--- src/rtl/multi_fifo_producer.sv ---
// Strided SRAM reader that deals words round-robin into NUM_CH FIFOs, bursting
// under request/grant arbitration and absorbing the 1-cycle SRAM read latency.
package single_port_ram_pkg;
    localparam logic CS_ENB   = 1'b1;
    localparam logic CS_DIS   = 1'b0;
    localparam logic OE_ENB   = 1'b1;
    localparam logic OE_DIS   = 1'b0;
    localparam logic WREQ_DIS = 1'b0;
endpackage

package accelerator_pkg;
    localparam int EMPTY_DATA = 0;
endpackage

module multi_fifo_producer #(
    parameter int DATA_WIDTH = 16,
    parameter int ADDR_WIDTH = 20,
    parameter int NUM_CH     = 4,
    parameter int BURST_SIZE = 4
) (
    input  logic                  clk,
    input  logic                  rstn,
    input  logic                  start,
    input  logic [ADDR_WIDTH-1:0] addr_begin,
    input  logic [ADDR_WIDTH-1:0] addr_step,
    input  logic                  step_dir,
    input  logic [ADDR_WIDTH-1:0] addr_end,
    output logic                  busy,
    output logic                  done,
    output logic                  request,
    input  logic                  grant,
    multi_fifo_producer_if.master io
);
    import single_port_ram_pkg::*;

    localparam int CH_W  = (NUM_CH > 1) ? $clog2(NUM_CH) : 1;
    localparam int CNT_W = $clog2(BURST_SIZE + 1);
    localparam logic [CH_W-1:0]  LAST_CH   = CH_W'(NUM_CH - 1);
    localparam logic [CNT_W-1:0] BURST_MAX = CNT_W'(BURST_SIZE);

    typedef enum logic [2:0] {IDLE, WAIT_GRANT, BURST, DRAIN, FINISH} state_e;

    state_e                state_q, state_d;
    logic [CH_W-1:0]       ch_q, ch_d;
    logic                  pend_q, pend_d;
    logic [CH_W-1:0]       pend_ch_q, pend_ch_d;
    logic [ADDR_WIDTH-1:0] cur_addr_q, cur_addr_d;
    logic [CNT_W-1:0]      burst_cnt_q, burst_cnt_d;
    logic                  past_end_q, past_end_d;
    logic [ADDR_WIDTH-1:0] step_q, step_d;
    logic                  dir_q, dir_d;
    logic [ADDR_WIDTH-1:0] end_q, end_d;

    logic                  issue;
    logic [ADDR_WIDTH:0]   next_wide;
    logic [ADDR_WIDTH-1:0] next_addr;
    logic                  next_past;
    logic                  begin_past;
    logic [NUM_CH-1:0]     w_en;

    // The extra top bit of next_wide is the carry (increment) or borrow (decrement).
    always_comb begin
        next_wide  = dir_q ? ({1'b0, cur_addr_q} - {1'b0, step_q})
                           : ({1'b0, cur_addr_q} + {1'b0, step_q});
        next_addr  = next_wide[ADDR_WIDTH-1:0];
        next_past  = next_wide[ADDR_WIDTH] || (step_q == '0) ||
                     (dir_q ? (next_addr < end_q) : (next_addr > end_q));
        begin_past = step_dir ? (addr_begin < addr_end) : (addr_begin > addr_end);
    end

    // A channel with a write still in flight is skipped; this is what keeps a
    // single-channel build from overrunning its FIFO.
    assign issue = (state_q == BURST) && grant && !io.fifo_full[ch_q] &&
                   !(pend_q && (pend_ch_q == ch_q)) &&
                   (burst_cnt_q < BURST_MAX) && !past_end_q;

    always_comb begin
        // NOTE: every *_d gets a default before the case so no path can infer a latch.
        state_d     = state_q;
        ch_d        = ch_q;
        pend_d      = 1'b0;
        pend_ch_d   = pend_ch_q;
        cur_addr_d  = cur_addr_q;
        burst_cnt_d = burst_cnt_q;
        past_end_d  = past_end_q;
        step_d      = step_q;
        dir_d       = dir_q;
        end_d       = end_q;

        unique case (state_q)
            IDLE: begin
                if (start) begin
                    cur_addr_d = addr_begin;
                    step_d     = addr_step;
                    dir_d      = step_dir;
                    end_d      = addr_end;
                    past_end_d = begin_past;
                    ch_d       = '0;
                    state_d    = WAIT_GRANT;
                end
            end
            WAIT_GRANT: begin
                if (grant) begin
                    burst_cnt_d = '0;
                    state_d     = BURST;
                end
            end
            BURST: begin
                if (issue) begin
                    pend_d      = 1'b1;
                    pend_ch_d   = ch_q;
                    ch_d        = (ch_q == LAST_CH) ? '0 : ch_q + CH_W'(1);
                    burst_cnt_d = burst_cnt_q + CNT_W'(1);
                    cur_addr_d  = next_addr;
                    past_end_d  = next_past;
                    if ((burst_cnt_q + CNT_W'(1) == BURST_MAX) || next_past) state_d = DRAIN;
                end else if (past_end_q || (burst_cnt_q == BURST_MAX)) begin
                    state_d = DRAIN;
                end
            end
            // The last read's write lands here, so DRAIN never needs to linger.
            DRAIN:   state_d = past_end_q ? FINISH : WAIT_GRANT;
            FINISH:  state_d = IDLE;
            default: state_d = IDLE;
        endcase
    end

    always_ff @(posedge clk) begin
        // NOTE: sequential state uses non-blocking assignments only.
        if (!rstn) begin
            state_q     <= IDLE;
            ch_q        <= '0;
            pend_q      <= 1'b0;
            pend_ch_q   <= '0;
            cur_addr_q  <= '0;
            burst_cnt_q <= '0;
            past_end_q  <= 1'b0;
            step_q      <= '0;
            dir_q       <= 1'b0;
            end_q       <= '0;
        end else begin
            state_q     <= state_d;
            ch_q        <= ch_d;
            pend_q      <= pend_d;
            pend_ch_q   <= pend_ch_d;
            cur_addr_q  <= cur_addr_d;
            burst_cnt_q <= burst_cnt_d;
            past_end_q  <= past_end_d;
            step_q      <= step_d;
            dir_q       <= dir_d;
            end_q       <= end_d;
        end
    end

    always_comb begin
        w_en = '0;
        if (pend_q) w_en[pend_ch_q] = 1'b1;
    end

    assign busy    = (state_q != IDLE);
    assign done    = (state_q == FINISH);
    assign request = (state_q == WAIT_GRANT) || (state_q == BURST);

    assign io.to_buffer_cs     = issue ? CS_ENB : CS_DIS;
    assign io.to_buffer_oe     = issue ? OE_ENB : OE_DIS;
    assign io.to_buffer_addr   = issue ? cur_addr_q : '0;
    assign io.to_buffer_W_req  = WREQ_DIS;
    assign io.to_buffer_W_data = DATA_WIDTH'(accelerator_pkg::EMPTY_DATA);
    assign io.fifo_w_en        = w_en;
    assign io.fifo_data        = pend_q ? io.to_buffer_R_data : '0;
endmodule

--- src/rtl/multi_fifo_producer_if.sv ---
// Buffer-SRAM port and multi-channel FIFO write port used by multi_fifo_producer.
// The producer takes the master side; the SRAM and FIFOs sit on the slave side.
interface multi_fifo_producer_if #(
    parameter int DATA_WIDTH = 16,
    parameter int ADDR_WIDTH = 20,
    parameter int NUM_CH     = 4
);
    logic                  to_buffer_cs;
    logic                  to_buffer_oe;
    logic [ADDR_WIDTH-1:0] to_buffer_addr;
    logic [DATA_WIDTH-1:0] to_buffer_R_data;
    logic                  to_buffer_W_req;
    logic [DATA_WIDTH-1:0] to_buffer_W_data;
    logic [NUM_CH-1:0]     fifo_w_en;
    logic [DATA_WIDTH-1:0] fifo_data;
    logic [NUM_CH-1:0]     fifo_full;

    modport master (
        output to_buffer_cs, to_buffer_oe, to_buffer_addr, to_buffer_W_req, to_buffer_W_data,
        output fifo_w_en, fifo_data,
        input  to_buffer_R_data, fifo_full
    );

    modport slave (
        input  to_buffer_cs, to_buffer_oe, to_buffer_addr, to_buffer_W_req, to_buffer_W_data,
        input  fifo_w_en, fifo_data,
        output to_buffer_R_data, fifo_full
    );
endinterface

--- src/flat_wrapper.sv ---
// flat-port wrapper written by rule: the top's interface ports become plain ports
module multi_fifo_producer_flat import single_port_ram_pkg::*;
#(
    parameter int DATA_WIDTH = 16,
    parameter int ADDR_WIDTH = 20,
    parameter int NUM_CH     = 4,
    parameter int BURST_SIZE = 4
)
  (clk, rstn, start, addr_begin, addr_step, step_dir, addr_end, busy, done, request, grant, io_to_buffer_cs, io_to_buffer_oe, io_to_buffer_addr, io_to_buffer_W_req, io_to_buffer_W_data, io_fifo_w_en, io_fifo_data, io_to_buffer_R_data, io_fifo_full);
  multi_fifo_producer_if #(.DATA_WIDTH(DATA_WIDTH), .ADDR_WIDTH(ADDR_WIDTH), .NUM_CH(NUM_CH)) io_i ();
  input  logic clk;
  input  logic rstn;
  input  logic start;
  input  logic [ADDR_WIDTH-1:0] addr_begin;
  input  logic [ADDR_WIDTH-1:0] addr_step;
  input  logic step_dir;
  input  logic [ADDR_WIDTH-1:0] addr_end;
  output logic busy;
  output logic done;
  output logic request;
  input  logic grant;
  output wire logic [$bits(io_i.to_buffer_cs)-1:0] io_to_buffer_cs;
  output wire logic [$bits(io_i.to_buffer_oe)-1:0] io_to_buffer_oe;
  output wire logic [$bits(io_i.to_buffer_addr)-1:0] io_to_buffer_addr;
  output wire logic [$bits(io_i.to_buffer_W_req)-1:0] io_to_buffer_W_req;
  output wire logic [$bits(io_i.to_buffer_W_data)-1:0] io_to_buffer_W_data;
  output wire logic [$bits(io_i.fifo_w_en)-1:0] io_fifo_w_en;
  output wire logic [$bits(io_i.fifo_data)-1:0] io_fifo_data;
  input wire logic [$bits(io_i.to_buffer_R_data)-1:0] io_to_buffer_R_data;
  input wire logic [$bits(io_i.fifo_full)-1:0] io_fifo_full;
  assign io_to_buffer_cs = io_i.to_buffer_cs;
  assign io_to_buffer_oe = io_i.to_buffer_oe;
  assign io_to_buffer_addr = io_i.to_buffer_addr;
  assign io_to_buffer_W_req = io_i.to_buffer_W_req;
  assign io_to_buffer_W_data = io_i.to_buffer_W_data;
  assign io_fifo_w_en = io_i.fifo_w_en;
  assign io_fifo_data = io_i.fifo_data;
  assign io_i.to_buffer_R_data = io_to_buffer_R_data;
  assign io_i.fifo_full = io_fifo_full;
  multi_fifo_producer #(.DATA_WIDTH(DATA_WIDTH), .ADDR_WIDTH(ADDR_WIDTH), .NUM_CH(NUM_CH), .BURST_SIZE(BURST_SIZE)) u_core (.clk(clk), .rstn(rstn), .start(start), .addr_begin(addr_begin), .addr_step(addr_step), .step_dir(step_dir), .addr_end(addr_end), .busy(busy), .done(done), .request(request), .grant(grant), .io(io_i));
endmodule
--- config.mk ---
export PLATFORM = sky130hd
export DESIGN_NAME = multi_fifo_producer_flat
export DESIGN_NICKNAME = d
export VERILOG_FILES = /design/src/rtl/multi_fifo_producer.sv /design/src/rtl/multi_fifo_producer_if.sv /design/src/flat_wrapper.sv
export SDC_FILE = /design/constraint.sdc
export NUM_CORES = 1
export LEC_CHECK = 0
export CAP_MARGIN = 15
export CORE_MARGIN = 3
export CORE_UTILIZATION = 36
export CTS_CLUSTER_SIZE = 12
export DETAILED_ROUTE_END_ITERATION = 7
export PLACE_DENSITY = 0.76
export SLEW_MARGIN = 10
export SYNTH_ARGS = -nofsm -noshare
export SYNTH_HDL_FRONTEND = slang
export SYNTH_SLANG_ARGS = --single-unit
--- constraint.sdc ---
create_clock -name clk -period 5 [get_ports clk]
set_input_delay 1 -clock clk [delete_from_list [all_inputs] [get_ports clk]]
set_output_delay 1 -clock clk [all_outputs]
set_load 0.05 [all_outputs]
=== Yosys cells after proc, flatten, opt, wreduce, memory -nomap -nowiden ===
Cells that the tools add are included.

* Output and inout port bits: 62
* Register bits: 73
* Word-level logic and storage cells: 92
* Input port bits: 85

* Reduce and logical (&&, ||, !) cells: 26
* Eq/ne operators: 13
* Muxes and demuxes: 31
* $lt $le $gt $ge: 8
* Add/subtract/negate cells: 4

{| class="wikitable"
|+ Operators with widths
! kind !! count
|-
| $mux 20 || 3
|-
| $gt 20x20->1 || 2
|-
| $lt 20x20->1 || 2
|-
| $pmux 20 s2 || 1
|-
| $mux 3 || 8
|-
| $add 20x20->21 || 1
|-
| $mux 21 || 1
|-
| $sub 20x20->21 || 1
|-
| $logic_not 20->1 || 1
|-
| $mux 16 || 1
|-
| $pmux 3 s4 || 1
|-
| $eq 3x3->1 const B || 3
|-
| $logic_and 1x1->1 || 7
|-
| $mux 1 || 7
|-
| $eq 3x2->1 const B || 2
|-
| $lt 2x3->1 const B || 2
|-
| $mux 2 || 3
|-
| $pmux 3 s2 || 1
|-
| $reduce_and 2->1 || 3
|-
| $reduce_and 3->1 || 2
|-
| $logic_or 1x1->1 || 5
|-
| $mux 4 || 1
|-
| $ne 2x2->1 const B || 2
|-
| $pmux 2 s2 || 1
|-
| 18 further kinds || 21
|}

=== Logic depth before layout (Yosys ltp) ===
Gate-level depths: netlist of the first run.

* Word-level depth: 9
* Depth in mapped cells: 27
* Gate-level depth less buffers: 27

=== Least setup slack after synthesis of the first run ===
No wires, ideal clock.

* Kind: register to register
* From: reg u_core.step_q[0]
* To: reg u_core.state_q[0]
* Period minus slack after synthesis: 4.842 ns
* Required time: 4.928 ns
* Cell stages (with the launch flop): 28
* Path slack: 0.158 ns
* Data arrival time: 4.771 ns
* Cell sequence: dfxtp_1 > inv_1 > ha_1 > nand2_1 > nor3_1 > nand2_1 > nor3_1 > a21oi_1 > xnor2_1 > ha_1 > and3_1 > a31oi_1 > o21ai_0 > nor3_1 > a21oi_2 > nand4_1 > nand4b_1 > a21oi_1 > xnor2_1 > ha_1 > nand4_1 > or4_1 > o21ai_0 > a211oi_1 > mux2i_1 > a41oi_1 > o21ai_1 > mux2i_1

* Cells in the longest elaborated chain, start to end: 8

{| class="wikitable"
|+ RTL lines
! item !! line !! source
|-
| from (decl) || multi_fifo_producer.sv:50 || <nowiki>logic [ADDR_WIDTH-1:0] step_q, step_d;</nowiki>
|-
| from (signal assigned) || multi_fifo_producer.sv:149 || <nowiki>step_q <= step_d;</nowiki>
|-
| $add 20x20->21 or $sub 20x20->21 (tied branches) || multi_fifo_producer.sv:64, multi_fifo_producer.sv:63 ||
|-
| $mux 21 || multi_fifo_producer.sv:63 || <nowiki>next_wide = dir_q ? ({1'b0, cur_addr_q} - {1'b0, step_q})</nowiki>
|-
| $gt 20x20->1 or $lt 20x20->1 (tied branches) || multi_fifo_producer.sv:67 || <nowiki>(dir_q ? (next_addr < end_q) : (next_addr > end_q));</nowiki>
|-
| $mux 1 || multi_fifo_producer.sv:67 ||
|-
| $logic_or 1x1->1 (*) || multi_fifo_producer.sv:66 || <nowiki>next_past = next_wide[ADDR_WIDTH] || (step_q == '0) ||</nowiki>
|-
| $logic_or 1x1->1 (*) || multi_fifo_producer.sv:116 || <nowiki>if ((burst_cnt_q + CNT_W'(1) == BURST_MAX) || next_past) state_d = DRAIN;</nowiki>
|-
| $ne 3x3->1 (no line) (*) || n/a ||
|-
| $reduce_and 4->1 (no line) (*) || n/a ||
|-
| to (signal assigned) || multi_fifo_producer.sv:142 || <nowiki>state_q <= state_d;</nowiki>
|-
| to (decl) || multi_fifo_producer.sv:43 || <nowiki>state_e state_q, state_d;</nowiki>
|}

Every way passes the cells marked *; elsewhere a longest branch is shown, timed or not.
A chain may end at the register's enable or synchronous reset.

=== Worst setup path after layout of the first run ===
* From: reg u_core.step_q[1]
* To: reg u_core.state_q[0]

Same word-level chain as after synthesis.

==> results.sh, run 1 <==
export IMPL_path_depth=26
export IMPL_synth_seq_cells=73
export IMPL_status="finished clean"
export IMPL_power_share_switching_pct=46.43
export IMPL_crit_arrival_ps=5140
export IMPL_io_pins=147
export IMPL_final_cell_mix="nand2_1, clkdlybuf4s50_1, dfxtp_1"
export IMPL_synth_yosys_seq_area_share_pct=24.62
export IMPL_grtUsageTotal_pct=18.98
export IMPL_io_buffers=129
export IMPL_cts_tree="yes"
export IMPL_reg2reg_to="u_core.state_q[0]$_SDFFE_PN0P_"
export IMPL_netlist_instances=794
export IMPL_die_x_um=134.4
export IMPL_cp_endpoint="u_core.state_q[0]$_SDFFE_PN0P_"
export IMPL_p_int_mw=2.509
export IMPL_ff_latch_area_mm2=0.001464
export IMPL_gp_congestion=0.9037
export IMPL_start_util_pct=37.11
export IMPL_crit_required_ps=5280
export IMPL_route_detailed_drc=0
export IMPL_critPathLaunchType="flop"
export IMPL_ff2ff_path_depth=26
export IMPL_cts_root_buf="clkbuf_16"
export IMPL_first_iter_violations=370
export IMPL_cts_htree_levels=3
export IMPL_path_clk_slew_ps=60
export IMPL_power_leakage_nw=3.405
export IMPL_cts_made_buffers=9
export IMPL_clockBufferDepth=2
export IMPL_drive_gt1_share_pct=13.65
export IMPL_cp_end_kind="flop"
export IMPL_clock_skew_ps=9.576
export IMPL_synth_async_reset_ratio_pct=0
export IMPL_hpwlAfterDp_mm=13.26
export IMPL_syn_cell_area_mm2=0.005937
export IMPL_syn_to_final_growth_pct=35.11
export IMPL_holdCritPathClass="reg2reg"
export IMPL_n_fill_cell=1541
export IMPL_finish_utilization_pct=50.13
export IMPL_slowest_delay_ps=460
export IMPL_vias=5870
export IMPL_fin_crit_sh_pct=97.29
export IMPL_synth_warnings=0
export IMPL_critPathKind="reg2reg"
export IMPL_worst_pin_slew_ps=1142
export IMPL_std_cell_rows=46
export IMPL_hold_viol=0
export IMPL_r2r_start="u_core.step_q[1]$_SDFFE_PN0P_"
export IMPL_rsz0062_at_grt="yes"
export IMPL_wirelength_mm=17.66
export IMPL_setup_viol=0
export IMPL_synthFlopType="dfxtp_1"
export IMPL_finalWorstPathRequiredPeriod_ps=4865
export IMPL_clkSinkCount=73
export IMPL_n_antenna_cell=0
export IMPL_fmaxAchievable_mhz=205.6
export IMPL_worstSetupStartpoint="u_core.step_q[1]$_SDFFE_PN0P_"
export IMPL_pwr_share_seq_pct=17.6
export IMPL_clkLatencyLatePin_ps=360
export IMPL_yosysUniqueCellTypes=63
export IMPL_clkPwrFrac_pct=14.7
export IMPL_critPathSlowestCell="or4_4"
export IMPL_fin_setup_tns_ps=0
export IMPL_avgSynthCellArea_um2=7.477
export IMPL_fin_nets=1084
export IMPL_grt_pass1_vias=5517
export IMPL_die_y_um=134.4
export IMPL_cp_max_fo=6
export IMPL_die_area_mm2=0.01807
export IMPL_path_buf_inv=3
export IMPL_core_area_mm2=0.01600
export IMPL_grt_max_degree=48
export IMPL_p_per_area_mw_per_mm2=583.8
export IMPL_synth_edff_count=0
export IMPL_grt_ovfl_total=0
export IMPL_comb_power_share_pct=67.7
export IMPL_ff2ff_setup_slack_ps=140
export IMPL_critical_path_top_delay_family="compound AO/OA/AOI/OAI gates"
export IMPL_p_switching_mw=2.174
export IMPL_maxCapViolCount=0
export IMPL_mostFrequentLayoutCell="nand2_1"
export IMPL_ir_drop_mv=0.3468
export IMPL_multiInputGateArea_mm2=0.004214
export IMPL_firstDrtPassIters=7
export IMPL_via_per_inst=5.087
export IMPL_grt_pass1_wl_mm=27.43
export IMPL_slew_violations=0
export IMPL_wl_per_cell_um=15.31
export IMPL_antenna_found_initial=0
export IMPL_relSlewSlack_pct=23.67
export IMPL_postRouteAntennaNets=0
==> sequential cells by signal, indices dropped and copies added, names as in the netlist <==
register,cells
u_core.end_q,20
u_core.step_q,20
u_core.cur_addr_q,20
u_core.pend_q,1
u_core.ch_q,2
u_core.state_q,3
u_core.burst_cnt_q,3
u_core.past_end_q,1
u_core.pend_ch_q,2
u_core.dir_q,1
==> routing by layer <==
layer | global-route usage [%] | up-vias | share of wire [%]
met3 | 4.951 | 37 | 8.0
met1 | 24.05 | 2684 | 43
met4 | 6.222 | 0 | 2.5
li1 | - | 2932 | -
met2 | 31.48 | 217 | 46
met5 | 0 | - | 0
==> stage by stage <==
| stage | instance area (um2) | cells | hold slack, ps | worst slack, ps | power (mW) |
|---|---|---|---|---|---|
| 2_1_floorplan | 5997 | 810 | 441.0 | 157.5 | 2.795 |
| 3_3_place_gp | 7367 | 1124 | 450.8 | 62.47 | 3.448 |
| 3_5_place_dp | 7367 | 1124 | 461.9 | -139.7 | 3.515 |
| 4_1_cts | 7705 | 1140 | 470.4 | 37.38 | 4.260 |
| 5_1_grt | 8021 | 1154 | 487.1 | -190.2 | 5.046 |
| 6_report | 8021 | 1154 | 464.6 | 135.3 | 4.683 |
==> power groups by stage <==
stage	Sequential (mW)	Clock, mW	Combinational, mW
2_1_floorplan	0.776	0	2.02
3_3_place_gp	0.821	0	2.63
3_5_place_dp	0.825	0	2.69
4_1_cts	0.815	0.693	2.75
5_1_grt	0.839	0.711	3.50
6_report	0.825	0.687	3.17
==> worst min-delay path by stage <==
stage                     slack, ps                         startpoint                           endpoint  cells after the start
after global placement          450      u_core.end_q[13]$_SDFFE_PN0P_      u_core.end_q[13]$_SDFFE_PN0P_                      2
final                           460      u_core.end_q[14]$_SDFFE_PN0P_      u_core.end_q[14]$_SDFFE_PN0P_                      2
after global routing            490      u_core.end_q[15]$_SDFFE_PN0P_      u_core.end_q[15]$_SDFFE_PN0P_                      2
after detailed placement        460       u_core.end_q[8]$_SDFFE_PN0P_       u_core.end_q[8]$_SDFFE_PN0P_                      2
after CTS                       470       u_core.end_q[5]$_SDFFE_PN0P_       u_core.end_q[5]$_SDFFE_PN0P_                      2
after floorplan                 440  u_core.cur_addr_q[0]$_SDFFE_PN0P_  u_core.cur_addr_q[0]$_SDFFE_PN0P_                      2
==> tightest hold or removal path, delay by kind of cell, from the launching register on <==
kind             cells  cell delay (ps)
flip-flops           1              310
AO/OA/AOI/OAI        1               60
AND/OR/NAND/NOR      1               40
==> what timing repair did <==
action,in CTS,in global routing
gates cloned,0,0
pin swaps,1,38
hold buffers,0,0
gates resized for setup,5,56
endpoints found under the setup margin,2,2
setup buffers,0,14
==> synthesized netlist by cell type, types with 13 or more instances <==
library cell | number | area [um2]
nand2_1 | 147 | 551.8
dfxtp_1 | 73 | 1461
ha_1 | 65 | 813.3
inv_1 | 63 | 236.5
a21oi_1 | 60 | 300.3
a21boi_0 | 47 | 352.8
nor2_1 | 43 | 161.4
and2_1 | 38 | 237.7
xnor2_1 | 33 | 289.0
o21ai_0 | 27 | 135.1
clkbuf_1 | 26 | 97.59
buf_4 | 19 | 142.6
nor3_1 | 14 | 70.07
nand3_1 | 13 | 65.06
==> cells by family (layout without fill, tap and decap cells) <==
kind of cell	count (synthesis)	count (layout)	share of synthesized area (%)
compound gates	190	190	20.95
simple gates	298	298	23.60
buf+inv	117	245	9.231
mux	11	11	1.897
xor+xnor	38	38	5.606
flops	73	73	24.62
fa+ha+maj	66	66	14.04
other cells	1	17	0.06316
==> layout make-up <==
class	instances	area share, %
repair buffers	166	18.95
inverters	63	2.948
well taps	216	3.369
clock inverters	4	0.6239
clock buffers	12	3.322
flip-flops and latches	73	18.25
multi-input cells	620	52.53
Power figures use the tool's default switching activity.
==> inputs of run 2 (changes only) <==
--- a/config.mk
+++ b/config.mk
@@ -5,7 +5,7 @@
 export SDC_FILE = /design/constraint.sdc
 export NUM_CORES = 1
 export LEC_CHECK = 0
-export CAP_MARGIN = 15
+export CAP_MARGIN = 10
 export CORE_MARGIN = 3
 export CORE_UTILIZATION = 36
 export CTS_CLUSTER_SIZE = 12
==> results of run 2 <==
Final layout, timing and power as in run 1 (identical DEF).
